<file path="src/rtl/taxi_led_status_ctrl.sv">
// taxi_led_status_ctrl: board status LED controller.
// Drives one heartbeat LED and CNT port LEDs from a shared millisecond
// timebase. Each port LED has a selectable mode, activity stretching,
// blinking and fault indication. All LED pins are registered.
// Optional build macro TAXI_LED_PWM_EN adds a brightness input and a
// PWM gate on every LED.
module taxi_led_status_ctrl #(
  parameter int   CNT             = 2,
  parameter int   CLK_FREQ_HZ     = 125000000,
  parameter int   HB_PERIOD_MS    = 1000,
  parameter int   BLINK_PERIOD_MS = 100,
  parameter int   ACT_HOLD_MS     = 50,
  parameter logic INVERT          = 1'b1,
  parameter int   PWM_W           = 4
) (
  input  logic                  clk,
  input  logic                  rst_n,
  input  logic                  lamp_test,
  input  logic [CNT-1:0][1:0]   ch_mode,
  input  logic [CNT-1:0]        ch_link,
  input  logic [CNT-1:0]        ch_act,
  input  logic [CNT-1:0]        ch_fault,
`ifdef TAXI_LED_PWM_EN
  input  logic [PWM_W-1:0]      brightness,
`endif
  output logic                  led_hb,
  output logic [CNT-1:0]        led_ch
);

  localparam int DIV        = CLK_FREQ_HZ / 1000;
  localparam int HB_HALF    = HB_PERIOD_MS / 2;
  localparam int BLINK_HALF = BLINK_PERIOD_MS / 2;
  localparam int PRE_W      = (DIV > 1) ? $clog2(DIV) : 1;
  localparam int HB_W       = $clog2(HB_HALF + 1);
  localparam int BLINK_W    = $clog2(BLINK_HALF + 1);
  localparam int HOLD_W     = $clog2(ACT_HOLD_MS + 1);

  localparam logic LED_OFF = INVERT;
  localparam logic LED_ON  = ~INVERT;

  typedef enum logic [1:0] {
    MODE_OFF      = 2'd0,
    MODE_ON       = 2'd1,
    MODE_LINK     = 2'd2,
    MODE_LINK_ACT = 2'd3
  } mode_e;

  if (DIV < 2 || HB_PERIOD_MS < 2 || (HB_PERIOD_MS % 2) != 0 ||
      BLINK_PERIOD_MS < 2 || (BLINK_PERIOD_MS % 2) != 0 ||
      ACT_HOLD_MS < 1 || CNT < 1 || CNT > 32 || PWM_W < 1) begin : g_param_err
    $error("taxi_led_status_ctrl: invalid parameter combination");
  end

  logic [PRE_W-1:0]            presc_q, presc_d;
  logic [HB_W-1:0]             hb_cnt_q, hb_cnt_d;
  logic                        hb_q, hb_d;
  logic [BLINK_W-1:0]          blink_cnt_q, blink_cnt_d;
  logic                        blink_q, blink_d;
  logic [CNT-1:0][HOLD_W-1:0]  hold_q, hold_d;
  logic                        led_hb_q, led_hb_d;
  logic [CNT-1:0]              led_ch_q, led_ch_d;
  logic                        tick;
  logic                        pwm_on;
  logic [CNT-1:0]              ch_on;

`ifdef TAXI_LED_PWM_EN
  logic [PWM_W-1:0]            pwm_cnt_q;

  // Free-running PWM phase counter
  always_ff @(posedge clk) begin
    if (!rst_n) begin
      pwm_cnt_q <= '0;
    end else begin
      pwm_cnt_q <= pwm_cnt_q + 1'b1;
    end
  end

  assign pwm_on = (pwm_cnt_q < brightness) | (&brightness);
`else
  assign pwm_on = 1'b1;
`endif

  // Timebase, heartbeat, blink phase, activity hold and LED next values
  always_comb begin
    tick        = (presc_q == '0);
    presc_d     = tick ? PRE_W'(DIV - 1) : presc_q - 1'b1;
    hb_cnt_d    = hb_cnt_q;
    hb_d        = hb_q;
    blink_cnt_d = blink_cnt_q;
    blink_d     = blink_q;
    hold_d      = hold_q;
    ch_on       = '0;
    led_ch_d    = '0;

    if (tick) begin
      if (hb_cnt_q == HB_W'(HB_HALF - 1)) begin
        hb_cnt_d = '0;
        hb_d     = ~hb_q;
      end else begin
        hb_cnt_d = hb_cnt_q + 1'b1;
      end
      if (blink_cnt_q == BLINK_W'(BLINK_HALF - 1)) begin
        blink_cnt_d = '0;
        blink_d     = ~blink_q;
      end else begin
        blink_cnt_d = blink_cnt_q + 1'b1;
      end
    end

    for (int unsigned i = 0; i < CNT; i++) begin
      // A fresh activity pulse beats a concurrent tick decrement.
      if (ch_act[i]) begin
        hold_d[i] = HOLD_W'(ACT_HOLD_MS);
      end else if (tick && hold_q[i] != '0) begin
        hold_d[i] = hold_q[i] - 1'b1;
      end

      if (lamp_test) begin
        ch_on[i] = 1'b1;
      end else if (mode_e'(ch_mode[i]) == MODE_OFF) begin
        ch_on[i] = 1'b0;
      end else if (ch_fault[i]) begin
        ch_on[i] = blink_q;
      end else begin
        case (mode_e'(ch_mode[i]))
          MODE_ON:       ch_on[i] = 1'b1;
          MODE_LINK:     ch_on[i] = ch_link[i];
          MODE_LINK_ACT: ch_on[i] = ch_link[i] & ((hold_q[i] != '0) ? ~blink_q : 1'b1);
          default:       ch_on[i] = 1'b0;
        endcase
      end

      led_ch_d[i] = (ch_on[i] & pwm_on) ? LED_ON : LED_OFF;
    end

    led_hb_d = ((lamp_test | hb_q) & pwm_on) ? LED_ON : LED_OFF;
  end

  // State and output registers
  always_ff @(posedge clk) begin
    if (!rst_n) begin
      presc_q     <= PRE_W'(DIV - 1);
      hb_cnt_q    <= '0;
      hb_q        <= 1'b0;
      blink_cnt_q <= '0;
      blink_q     <= 1'b0;
      hold_q      <= '0;
      led_hb_q    <= LED_OFF;
      led_ch_q    <= {CNT{LED_OFF}};
    end else begin
      presc_q     <= presc_d;
      hb_cnt_q    <= hb_cnt_d;
      hb_q        <= hb_d;
      blink_cnt_q <= blink_cnt_d;
      blink_q     <= blink_d;
      hold_q      <= hold_d;
      led_hb_q    <= led_hb_d;
      led_ch_q    <= led_ch_d;
    end
  end

  assign led_hb = led_hb_q;
  assign led_ch = led_ch_q;

endmodule

</file>
<file path="config.mk">
export PLATFORM = sky130hd
export DESIGN_NAME = taxi_led_status_ctrl
export DESIGN_NICKNAME = d
export VERILOG_FILES = /design/src/rtl/taxi_led_status_ctrl.sv
export SDC_FILE = /design/constraint.sdc
export NUM_CORES = 1
export LEC_CHECK = 0
export BUFFER_PORTS_ARGS = -buffer_cell sky130_fd_sc_hd__clkbuf_2
export CORE_UTILIZATION = 30
export CTS_CLUSTER_DIAMETER = 40
export CTS_CLUSTER_SIZE = 30
export DETAILED_ROUTE_END_ITERATION = 10
export SLEW_MARGIN = 20
export SYNTH_ARGS = -nofsm -noshare
export SYNTH_HDL_FRONTEND = slang
export SYNTH_SLANG_ARGS = --single-unit
</file>
<file path="constraint.sdc">
create_clock -name clk -period 1.8 [get_ports clk]
set_input_delay 0 -clock clk [delete_from_list [all_inputs] [get_ports clk]]
set_output_delay 0 -clock clk [all_outputs]
set_load 0.03 [all_outputs]
</file>
# Word level (Yosys, flattened, before mapping)
# Cells that the tools add are included.
totals:
  regBits: 49
  wordCells: 63
  out_inout_bits: 3
op_classes:
  bitwise_logic: 6
  n_mux: 19
  eq_ne: 8
  n_addsub: 5
  n_reduce_logical: 14
ops:
  columns: ["operator", "n"]
  rows:
  - ["6-bit 2-to-1 mux", 5]
  - ["17-bit logical NOT", 1]
  - ["17-bit by 1-bit subtractor with 17-bit output (second input constant)", 1]
  - ["6-bit nonzero test", 2]
  - ["6-bit by 1-bit subtractor with 6-bit output (second input constant)", 2]
  - ["1-bit 2-to-1 mux", 11]
  - ["9-bit by 1-bit adder with 9-bit output (second input constant)", 1]
  - ["9-bit equality test (second input constant)", 1]
  - ["9-bit 2-to-1 mux", 1]
  - ["2-bit equality test (second input constant)", 4]
  - ["6-bit by 1-bit adder with 6-bit output (second input constant)", 1]
  - ["6-bit equality test (second input constant)", 1]
  - ["1-bit one-hot mux with 3 select lines", 2]
  - ["2-bit OR reduction", 3]
  - ["2-bit by 1-bit equality test with 1-bit output (second input constant)", 2]
  - ["2-bit logical NOT", 2]
  - ["2-bit AND reduction", 2]
  - ["2-bit nonzero test", 2]
  - ["1-bit inverter", 3]
  - ["1-bit AND", 2]
  - ["1-bit logical AND", 2]
  - ["1-bit bitwise OR", 1]

# Logic depth before layout (Yosys ltp)
depth:
  depth_word: 8
  ltp_mapped: 7
  depth_no_buf: 6

# Worst setup path after synthesis
# Ideal clock, no wire load.
synth_path:
  path_type: "flip-flop to flip-flop"
  from: "register presc_q[4]"
  to: "register hb_cnt_q[3]"
  stages_incl_launch_ff: 8
  n_path_buf: 3
  required_time_ns: 1.665
  arrival_ns: 1.614
  setup_slack_ns: 0.051
  path_cell_list: "dfxtp_1 buf_6 nor4_4 nand3_2 buf_6 buf_2 o311ai_0 o41ai_1"
synth_between:
  elab_chain_cells: 1
synth_lines:
  columns: ["item", "line_no", "rtl"]
  rows:
  - ["from (decl)", "54", "logic [PRE_W-1:0] presc_q, presc_d;"]
  - ["from (signal assigned)", "142", "presc_q <= PRE_W'(DIV - 1);"]
  - ["from (signal assigned)", "151", "presc_q <= presc_d;"]
  - ["17-bit logical NOT", "85", "tick = (presc_q == '0);"]
  - ["to (signal assigned)", "152", "hb_cnt_q <= hb_cnt_d;"]
  - ["to (decl)", "55", "logic [HB_W-1:0] hb_cnt_q, hb_cnt_d;"]
# Every way passes these cells.
# A chain may end at the register's enable or synchronous reset.

# Worst setup path after layout
layout_path:
  from: "register presc_q[5]"
  to: "register hold_q[9] in the netlist's numbering"
layout_between:
  elab_chain_cells: 2
layout_lines:
  columns: ["item", "line_no", "rtl"]
  rows:
  - ["17-bit logical NOT", "85", null]
  - ["1-bit logical AND", "114", "end else if (tick && hold_q[i] != '0) begin"]
  - ["to (signal assigned)", "156", "hold_q <= hold_d;"]
  - ["to (decl)", "59", "logic [CNT-1:0][HOLD_W-1:0] hold_q, hold_d;"]
# Every way passes these cells.

==> impl_metrics.toml <==
[route]
initialDrtViolationCount = 54
wire_per_inst_microns = 13.6
detailroute.via_count = 2402
detail_route.wirelength_microns = 6010
post-route-drc-count = 0
drt-vias-per-instance = 5.45
firstDrtPassIters = 5
postRouteAntennaNets = 0

[floorplan]
die_area_sq_um = 8880
io_pins = 16
die-width_microns = 94.3
floorplan.initialDensity = 0.311
fp.coreArea_sq_um = 8220
std_cell_rows = 33
die_h_microns = 94.3

[setup_path]
worstSetupEndpointType = "flip-flop"
cp_num_buf_inv = 2
cells_along_the_critical_path = "nor4_4, buf_6, buf_12, o2111ai_1, or4_1, a21oi_2"
worst-endpoint-arrival_ns = 2.01
worst-r2r-cell-count = 6
setup.reg_to_reg.worst_slack_ns = 0.03
highest_delay_cell_along_the_critical_path = "sky130_fd_sc_hd__or4_1"
critPathRequiredTime_ns = 2.04
start_kind = "flip-flop"
path_max_fanout = 6
cpPeakStageDelay_ns = 0.45
setup.worst_path.class = "reg2reg"
crit_path_launch = "presc_q[5]"
top_cell_family_by_delay_on_the_critical_path = "simple AND/OR/NAND/NOR gates"
worstReg2RegEnd = "hold_q[9]"
timing.rr.start = "presc_q[5]"

[cells_and_area]
antenna_cells = 0
finalNetCount = 358
syn_to_final_growth_pct = 24.0
final_cells = 441
number_of_filler_cells_placed_in_the_layout = 837
ff_latch_area_sq_um = 986
layout-drive-gt1-share = 0.232
finalInstanceArea_sq_um = 3170
multi_input_area_sq_um = 1510

[place]
globalplace.congestion = 0.841
hpwlAfterDp_microns = 4190
placed_cells = 431
placed_cell_area_sq_um = 2930
portBuffers = 15

[timing]
rsz0062_at_grt = "yes"
finalWorstPathRequiredPeriod_ns = 1.77
slew_viol_final = 0
timing_hold_violations_final = 0
timing.setup.tns_ns = 0
timing.max_slew.rel_slack = 0.712
maxClockFrequency_mhz = 564
finClkSkew_ns = 0.00574
hold-worst-slack_ns = 0.0270
min_period_over_period = 0.985
setup-violations-final = 0
worst_slew_pin_slew_ns = 0.431

[synthesis]
synth.net_count = 318
synth-async-reset-ratio = 0
ys_seq_area_frac = 0.384
synth_area_leaders = "sky130_fd_sc_hd__dfxtp_1 (38%), sky130_fd_sc_hd__or4_1 (4.7%), sky130_fd_sc_hd__ha_1 (4.4%)"
fraction_of_the_mapped_netlist_area_in_adder_cells = 0.0441
synth.yosys.warnings = 0
synth.largest_area_cell = "sky130_fd_sc_hd__dfxtp_1"
mappedNetlistArea_sq_um = 2550
synthesis.area_per_instance_sq_um = 8.63
yosysUniqueCellTypes = 48
synth.top_cells.by_count = "sky130_fd_sc_hd__dfxtp_1 (49), sky130_fd_sc_hd__nand2_1 (19), sky130_fd_sc_hd__a21oi_1 (17), sky130_fd_sc_hd__nand3_1 (17), sky130_fd_sc_hd__nor2_1 (17)"
synth_top_family_by_area = "simple AND/OR/NAND/NOR gates"
synth.ff_latch_count = 49
portion_of_synthesized_cell_area_occupied_by_the_leading_cell_type = 0.384
edff_count_synth = 0
syn_inst = 296
ys_dominant_reg_cell = "sky130_fd_sc_hd__dfxtp_1"
synth-compound-area-share = 0.198
yosys.area_share.simple = 0.284
synth-xor-area-share = 0.0240
yosysMostFrequentCell = "sky130_fd_sc_hd__dfxtp_1"
yosys-mux-area-fraction = 0.0127

[min_path]
whs_endpoint = "led_ch[1]"
timing.hold.worst_path_depth = 3
worst_hold_path_type = "in2reg"
min-delay-start = "ch_fault[1]"

[power]
powerDensity_nw_per_um2 = 611
irDropWorstVdd_uv = 245
post-layout-total-power_uw = 1940
power.leakage_uw = 0.00110

[clock_network]
cts_made_buffers = 5
clock_path_buffers = 2
sink_count = 49
tritoncts = "built"
clock_insertion_delay_at_the_later_pin_of_the_skew_report_ns = 0.30
cts_htree_levels = 2
cts-root-buf = "sky130_fd_sc_hd__clkbuf_8"
path_clk_slew_ns = 0.09

[grt]
first_global_vias = 2271
grt_start_max_net_pins = 30
overflow = 0
number_of_antenna_violations_at_the_first_check_in_global_routing = 0
grt.total_usage = 0.139
first_pass_grt_wire_length_microns = 10100

[flow_run]
number_of_maximum_capacitance_violations = 0

[run_status]
status = "completed"
==> cell type report <==
type	instances	area share
Multi-Input combinational cell	217	0.478
Sequential cell	49	0.311
Timing Repair Buffer	47	0.123
Tap cell	105	0.0415
Clock buffer	7	0.0273
Inverter	16	0.0190
==> logic make-up (layout without fill, tap and decap cells) <==
kind of cell               Yosys count  count (layout)
adders and majority gates            9               9
and+or+nand+nor                    124             124
buffers and inverters               30              70
muxes                                3               3
AOI/OAI and AO/OA                   74              74
xor gates and xnor gates             7               7
DFF                                 49              49
==> cell usage in the layout, fill, tap and decap left out, types with 3 or more instances in the layout <==
master | synthesis | layout
sky130_fd_sc_hd__a211oi_1 | 4 | 3
sky130_fd_sc_hd__a21oi_1 | 17 | 15
sky130_fd_sc_hd__a311oi_1 | 4 | 4
sky130_fd_sc_hd__a31oi_1 | 4 | 4
sky130_fd_sc_hd__and3_1 | 3 | 3
sky130_fd_sc_hd__buf_12 | 0 | 3
sky130_fd_sc_hd__buf_4 | 0 | 25
sky130_fd_sc_hd__clkbuf_2 | 0 | 15
sky130_fd_sc_hd__clkbuf_8 | 0 | 6
sky130_fd_sc_hd__dfxtp_1 | 49 | 47
sky130_fd_sc_hd__ha_1 | 9 | 9
sky130_fd_sc_hd__inv_1 | 16 | 16
sky130_fd_sc_hd__nand2_1 | 19 | 18
sky130_fd_sc_hd__nand2b_1 | 3 | 3
sky130_fd_sc_hd__nand3_1 | 17 | 15
sky130_fd_sc_hd__nand3_2 | 1 | 3
sky130_fd_sc_hd__nand3b_1 | 3 | 3
sky130_fd_sc_hd__nand4_1 | 8 | 8
sky130_fd_sc_hd__nor2_1 | 17 | 17
sky130_fd_sc_hd__nor3_1 | 7 | 5
sky130_fd_sc_hd__o21ai_0 | 8 | 8
sky130_fd_sc_hd__o22ai_1 | 4 | 4
sky130_fd_sc_hd__o311ai_0 | 4 | 3
sky130_fd_sc_hd__o31ai_1 | 13 | 13
sky130_fd_sc_hd__o41ai_1 | 4 | 3
sky130_fd_sc_hd__or2_2 | 4 | 4
sky130_fd_sc_hd__or3_1 | 8 | 8
sky130_fd_sc_hd__or4_1 | 16 | 15
sky130_fd_sc_hd__xnor2_1 | 4 | 4
sky130_fd_sc_hd__xor2_1 | 3 | 3
==> through the flow <==
stage / util / worst slack [ns]
2_1_floorplan: - / 0.0508
3_3_place_gp: 0.356 / 0.0308
3_5_place_dp: 0.356 / -0.00685
4_1_cts: 0.372 / 0.00138
5_1_grt: 0.385 / -0.0603
6_report: 0.385 / 0.0270
==> report_power, final <==
part / internal (uW) / switching, uW / leakage [uW]
clock: 306 / 358 / 0.0000443
combinational: 62.0 / 93.7 / 0.000658
sequential: 1100 / 13.7 / 0.000400
total: 1470 / 465 / 0.00110
==> sequential cells by signal (all words and copies together) (netlist names) <==
signal,flops
presc_q,17
blink_cnt_q,6
blink_q,1
led_hb,1
hb_q,1
led_ch,2
hold_q,12
hb_cnt_q,9
==> repair_timing <==
action	CTS	global route
hold buffers	1	0
gates resized for setup	1	20
buffers inserted	0	1
cloned	1	0
hold endpoints to repair	1	0
endpoints found under the setup margin	2	30
pin swaps	1	5
==> worst reg2reg max path, delay by kind of cell, from the launching register on <==
| family | cells | cell delay [ns] |
|---|---|---|
| AND/OR/NAND/NOR | 2 | 0.79 |
| flip-flops | 1 | 0.38 |
| buffers and inverters | 2 | 0.28 |
| AO/OA/AOI/OAI | 2 | 0.27 |
==> metal layers <==
metal  track usage  part of all wire
met2         0.245              0.50
met5             0                 0
met3        0.0267             0.028
met4        0.0295            0.0042
met1         0.174              0.47
==> worst max-delay path by stage <==
stage | endpoint | depth (start not counted) | slack [ns]
2_1_floorplan | hb_cnt_q[3] | 7 | 0.05
3_3_place_gp | hold_q[5] | 5 | 0.03
3_5_place_dp | hb_cnt_q[5] | 6 | -0.007
4_1_cts | hold_q[11] | 5 | 0.001
6_report | hold_q[9] | 6 | 0.03
5_1_grt | hold_q[9] | 6 | -0.06
Note: power is estimated with default switching activity, not from simulation.
